### config.mk
export PLATFORM = sky130hd
export DESIGN_NAME = logic_unit_arbiter
export DESIGN_NICKNAME = d
export VERILOG_FILES = /design/src/rtl/logic_unit_arbiter_pkg.sv /design/src/rtl/logic_unit_arbiter_rr_arbiter4.sv /design/src/rtl/logic_unit_arbiter.sv
export SDC_FILE = /design/constraint.sdc
export NUM_CORES = 1
export LEC_CHECK = 0
export ABC_CLOCK_PERIOD_IN_PS = 10600
export CAP_MARGIN = 10
export CORE_ASPECT_RATIO = 0.7
export CORE_MARGIN = 2
export CORE_UTILIZATION = 35
export CTS_CLUSTER_DIAMETER = 150
export DETAILED_ROUTE_END_ITERATION = 8
export PLACE_DENSITY = 0.66
export SKIP_CTS_REPAIR_TIMING = 1
export SLEW_MARGIN = 25
export SYNTH_ARGS = -nofsm -noshare
export SYNTH_HDL_FRONTEND = slang
export SYNTH_SLANG_ARGS = --single-unit
### constraint.sdc
create_clock -name clk -period 10.6 [get_ports clk]
set_input_delay 2.12 -clock clk [delete_from_list [all_inputs] [get_ports clk]]
set_output_delay 2.12 -clock clk [all_outputs]
set_load 0.005 [all_outputs]
### src/rtl/logic_unit_arbiter_pkg.sv
// Shared definitions for the logic-unit arbiter slice.
// Provides the opcode encoding used by the logic-gate blocks, the
// requester ID width and the reset value of the round-robin pointer.
package logic_unit_arbiter_pkg;

  typedef enum logic [1:0] {
    OP_AND = 2'b00,
    OP_OR  = 2'b01,
    OP_XOR = 2'b10,
    OP_NOT = 2'b11
  } op_e;

  localparam int unsigned ID_W = 2;

  // Pointer resets to the last requester so requester 0 has first priority.
  localparam logic [ID_W-1:0] LAST_GRANT_RST = 2'd3;

endpackage

### src/rtl/logic_unit_arbiter_rr_arbiter4.sv
// Four-way round-robin grant selector, purely combinational.
// Ports:
//   req        - request vector, one bit per requester
//   last_grant - index of the most recently served requester
//   gnt        - one-hot grant (zero when no request)
//   gnt_id     - index of the granted requester (last_grant when none)
module rr_arbiter4
  import logic_unit_arbiter_pkg::*;
(
  input  logic [3:0]      req,
  input  logic [ID_W-1:0] last_grant,
  output logic [3:0]      gnt,
  output logic [ID_W-1:0] gnt_id
);

  logic            found;
  logic [ID_W-1:0] idx;

  // Search starts one past last_grant and wraps; k=4 revisits last_grant itself.
  always_comb begin
    gnt    = '0;
    gnt_id = last_grant;
    found  = 1'b0;
    idx    = '0;
    for (int unsigned k = 1; k <= 4; k++) begin
      idx = last_grant + k[ID_W-1:0];
      if (!found && req[idx]) begin
        found       = 1'b1;
        gnt_id      = idx;
        gnt[idx]    = 1'b1;
      end
    end
  end

endmodule

### src/rtl/logic_unit_arbiter.sv
// Round-robin arbiter sharing one bitwise logic unit (AND/OR/XOR/NOT)
// between four requesters, with a single registered response port.
// Ports:
//   clk, rst         - clock, synchronous active-high reset
//   req_valid/ready  - per-requester handshake (ready is combinational)
//   req_op/a/b       - packed per-requester opcode and operands
//   rsp_valid/ready  - response handshake
//   rsp_id, rsp_data - owner and result of the registered response
//   busy             - response pending or any request outstanding
module logic_unit_arbiter
  import logic_unit_arbiter_pkg::*;
#(
  parameter int unsigned WIDTH = 8,
  parameter int unsigned N_REQ = 4
) (
  input  logic                   clk,
  input  logic                   rst,
  input  logic [N_REQ-1:0]       req_valid,
  input  logic [2*N_REQ-1:0]     req_op,
  input  logic [WIDTH*N_REQ-1:0] req_a,
  input  logic [WIDTH*N_REQ-1:0] req_b,
  output logic [N_REQ-1:0]       req_ready,
  output logic                   rsp_valid,
  output logic [ID_W-1:0]        rsp_id,
  output logic [WIDTH-1:0]       rsp_data,
  input  logic                   rsp_ready,
  output logic                   busy
);

  logic [ID_W-1:0]  last_grant;
  logic [3:0]       gnt;
  logic [ID_W-1:0]  gnt_id;
  logic             can_accept;
  logic             xfer;
  op_e              op_sel;
  logic [WIDTH-1:0] a_sel;
  logic [WIDTH-1:0] b_sel;
  logic [WIDTH-1:0] result;

  rr_arbiter4 u_rr (
    .req        (req_valid),
    .last_grant (last_grant),
    .gnt        (gnt),
    .gnt_id     (gnt_id)
  );

  // Output register can take a new result when empty or being drained;
  // grants are suppressed while reset is asserted.
  assign can_accept = (!rsp_valid || rsp_ready) && !rst;
  assign req_ready  = can_accept ? gnt : '0;
  assign xfer       = |(req_valid & req_ready);
  assign busy       = rsp_valid | (|req_valid);

  always_comb begin
    op_sel = op_e'(req_op[{gnt_id, 1'b0} +: 2]);
    a_sel  = req_a[WIDTH*gnt_id +: WIDTH];
    b_sel  = req_b[WIDTH*gnt_id +: WIDTH];
    result = '0;
    case (op_sel)
      OP_AND:  result = a_sel & b_sel;
      OP_OR:   result = a_sel | b_sel;
      OP_XOR:  result = a_sel ^ b_sel;
      OP_NOT:  result = ~a_sel;
      default: result = '0;
    endcase
  end

  always_ff @(posedge clk) begin
    if (rst) begin
      rsp_valid  <= 1'b0;
      rsp_id     <= '0;
      rsp_data   <= '0;
      last_grant <= LAST_GRANT_RST;
    end else if (xfer) begin
      rsp_valid  <= 1'b1;
      rsp_id     <= gnt_id;
      rsp_data   <= result;
      last_grant <= gnt_id;
    end else if (rsp_ready) begin
      rsp_valid  <= 1'b0;
    end
  end

endmodule

==> metrics.log <==
INFO  metric status = finished, final reports clean
INFO  metric fraction_of_final_layout_cells_sized_beyond_drive_strength_1 = 0.0868
INFO  metric synth_top_family_by_area = compound AO/OA/AOI/OAI gates
INFO  metric syn_inst = 329
INFO  metric worst-slew-pin-transition = 0.969 ns
INFO  metric drt_first_iter_violations = roughly 220
INFO  metric wl_met2 = 3200 um
INFO  metric postSynth.asyncResetShare = 0
INFO  metric die_x = between 100 and 150 um
INFO  metric vias = 2718
INFO  metric avgViaCountPerCell = 5.47
INFO  metric chipHeight = 75.2 um
INFO  metric power.static_leakage = 1.51 nW
INFO  metric crit_type = in2out
INFO  metric detail_route.wirelength.met1 = 4380 um
INFO  metric fin_crit_sh = 0.633
INFO  metric detail_route.drc_violations = 0
INFO  metric max-vdd-ir-drop = 122 uV
INFO  metric worst_clock_skew = 0.00451 ns
INFO  metric start_util = 0.369
INFO  metric worst_skew_pair.late_latency = 0.23 ns
INFO  metric startpoint_kind_of_the_worst_setup_timing_path = input port
INFO  metric post_synth_and_or_nand_nor_area_fraction = 0.181
INFO  metric postSynthNetCount = 432
INFO  metric number_of_library_cell_types_mapped_by_synthesis = 54
INFO  metric die-area = 7960 um2
INFO  metric place_inst = 493
INFO  metric antenna_found_initial = 0
INFO  metric insertedDiodeCount = 0
INFO  metric fmaxAchievable = approximately 150 MHz
INFO  metric top_layer = met4
INFO  metric total_congestion_overflow = 0
INFO  metric slew_violations = 0
INFO  metric post-route-util = 0.510
INFO  metric min-delay-path-class = reg2reg
INFO  metric std_cell_rows = 25
INFO  metric io_buffer_count = 94
INFO  metric synth_compound_area_frac = 0.256
INFO  metric arrival = 4.59 ns
INFO  metric fraction_of_synthesized_area_in_multiplexers = 0.231
INFO  metric post_dp_cell_area = 3460 um2
INFO  metric synth_top_cell_area_share = 0.146
INFO  metric grt.total_usage = 0.200
INFO  metric final_hold_viol_count = 0
INFO  metric grt_max_degree = between 60 and 70
INFO  metric total_number_of_nets_in_the_final_design = 507
INFO  metric synth-main-ff-cell = sky130_fd_sc_hd__dfxtp_1
INFO  metric core_area = 6880 um2
INFO  metric clock-root-buffer = sky130_fd_sc_hd__clkbuf_8
INFO  metric rsz_0062_raised_after_global_routing = no
INFO  metric clk_transition_reported_paths = ~0.05 ns
INFO  metric cts.sinks = 13
INFO  metric finalCriticalPeriod = about 6.7 ns
INFO  metric design_area = 3510 um2
INFO  metric place.gp.congestion = 0.937
INFO  metric number_of_synthesis_warnings = 0
INFO  metric ant_nets = 0
INFO  metric synth-seq-cells = 13
INFO  metric syn_avg_cell_area = 7.71 um2
INFO  metric max_slew_margin = 0.350
INFO  metric first_pass_grt_wire_length = 12800 um
INFO  metric number_of_clock_buffers_inserted_by_tritoncts = 3
INFO  metric synth_fa_ha_area_frac = 0.118
INFO  metric drt_wl_total = 8170 um
INFO  metric synthesis.area = 2540 um2
INFO  metric cts_tree = done
INFO  metric setup_viol_count_final = 0
INFO  metric post_detailed_placement_half_perimeter_wirelength = approximately 6400 um
INFO  metric htreeDepth = 1
INFO  metric top_level_ports = 95
INFO  metric ranking_of_synthesized_cells_by_area = sky130_fd_sc_hd__mux2i_1, sky130_fd_sc_hd__ha_1, sky130_fd_sc_hd__dfxtp_1
INFO  metric fin_tns_setup = 0 ns
INFO  metric detail_route.wl_per_cell = ~16 um
INFO  metric mostFrequentLayoutCells = sky130_fd_sc_hd__clkdlybuf4s50_1, sky130_fd_sc_hd__mux2i_1, sky130_fd_sc_hd__inv_1
INFO  metric worst-endpoint-required = 8.48 ns
INFO  metric synth-seq-area-share = 0.103
INFO  metric critical_path.endpoint_type = output port
INFO  metric met3RoutedLength = 575 um
INFO  metric hold-worst-slack = between 0.4 and 0.5 ns
INFO  metric dr.pass1.iters = 5
INFO  metric power_per_standard_cell_area = ~210 nW/um2
INFO  metric timing.critical_path.fanout_max = 11
INFO  metric max-cap-violations = 0
INFO  metric synth_edf_count = 0
INFO  metric post_layout_nonfiller_instances = 497
INFO  metric final_common_cell = sky130_fd_sc_hd__clkdlybuf4s50_1
INFO  metric yosysTopAreaCell = sky130_fd_sc_hd__mux2i_1
INFO  metric syn2layout_area_growth = 38.3%
INFO  metric clock_tree.buffer_depth = 2
INFO  metric synthXorXnorAreaFrac = 0
INFO  metric via_count_of_the_first_global_routing_pass = around 2500
synthesized netlist by cell type (3+ instances only):
cell,n
sky130_fd_sc_hd__a211oi_1,3
sky130_fd_sc_hd__a21oi_1,7
sky130_fd_sc_hd__a22oi_1,3
sky130_fd_sc_hd__and3_1,9
sky130_fd_sc_hd__buf_2,10
sky130_fd_sc_hd__buf_6,4
sky130_fd_sc_hd__clkbuf_1,6
sky130_fd_sc_hd__dfxtp_1,13
sky130_fd_sc_hd__ha_1,24
sky130_fd_sc_hd__inv_1,33
sky130_fd_sc_hd__mux2_2,18
sky130_fd_sc_hd__mux2i_1,37
sky130_fd_sc_hd__nand2_1,31
sky130_fd_sc_hd__nand3_1,28
sky130_fd_sc_hd__nor2_1,3
sky130_fd_sc_hd__o211ai_1,8
sky130_fd_sc_hd__o211ai_2,3
sky130_fd_sc_hd__o21ai_0,26
sky130_fd_sc_hd__o221ai_1,8
sky130_fd_sc_hd__o2bb2ai_1,8
state kept, by name, summed over array words and instances, names as in the netlist:
register / flops
rsp_id: 2
rsp_valid: 1
rsp_data: 8
last_grant: 2
final timing paths:
check	slack, ns	startpoint	depth (start not counted)	end
max	3.89	req_valid[3]	7	req_ready[2]
min	0.46	rsp_id[0]	2	rsp_id[0]
max reg2reg	6.24	last_grant[0]	11	rsp_data[7]
min reg2reg	0.46	rsp_id[0]	2	rsp_id[0]
report_power, final:
group	total (mW)	internal [mW]	switching, mW
Combinational	0.604	0.275	0.329
Clock	0.0412	0.0263	0.0148
Sequential	0.0866	0.0672	0.0194
worst max-delay path, stage by stage:
cell	delay, ns
sky130_fd_sc_hd__clkdlybuf4s50_1	0.65
sky130_fd_sc_hd__or3b_1	0.39
sky130_fd_sc_hd__a211o_1	0.28
sky130_fd_sc_hd__nand2_1	0.25
sky130_fd_sc_hd__a22oi_1	0.17
sky130_fd_sc_hd__a31oi_1	0.21
sky130_fd_sc_hd__clkdlybuf4s50_1	0.53
cell families after synthesis:
logic type / after synthesis
simple gates: 89
compound gates: 89
flops: 13
buf+inv: 58
fa+ha+maj: 24
mux: 56
final cells by class:
class	instances	area [um2]
Clock buffer	4	45.0
Fill cell	682	3370
Inverter	33	124
Multi-Input combinational cell	258	2010
Sequential cell	13	260
Tap cell	94	118
Timing Repair Buffer	95	948
layer usage:
| layer | track usage | vias to the layer above |
|---|---|---|
| li1 | - | 1365 |
| met1 | 0.324 | 1248 |
| met2 | 0.279 | 103 |
| met3 | 0.0329 | 2 |
| met4 | 0.0219 | 0 |
| met5 | 0 | - |
per-stage QoR:
stage / worst slack [ns] / power [mW]
final: 3.89 / 0.731
after global routing: 3.75 / 0.805
after CTS: 3.95 / 0.731
after detailed placement: 3.95 / 0.684
after global placement: 3.99 / 0.678
after floorplan: 5.24 / 0.524
No activity file was read; power rests on OpenSTA's default activity.
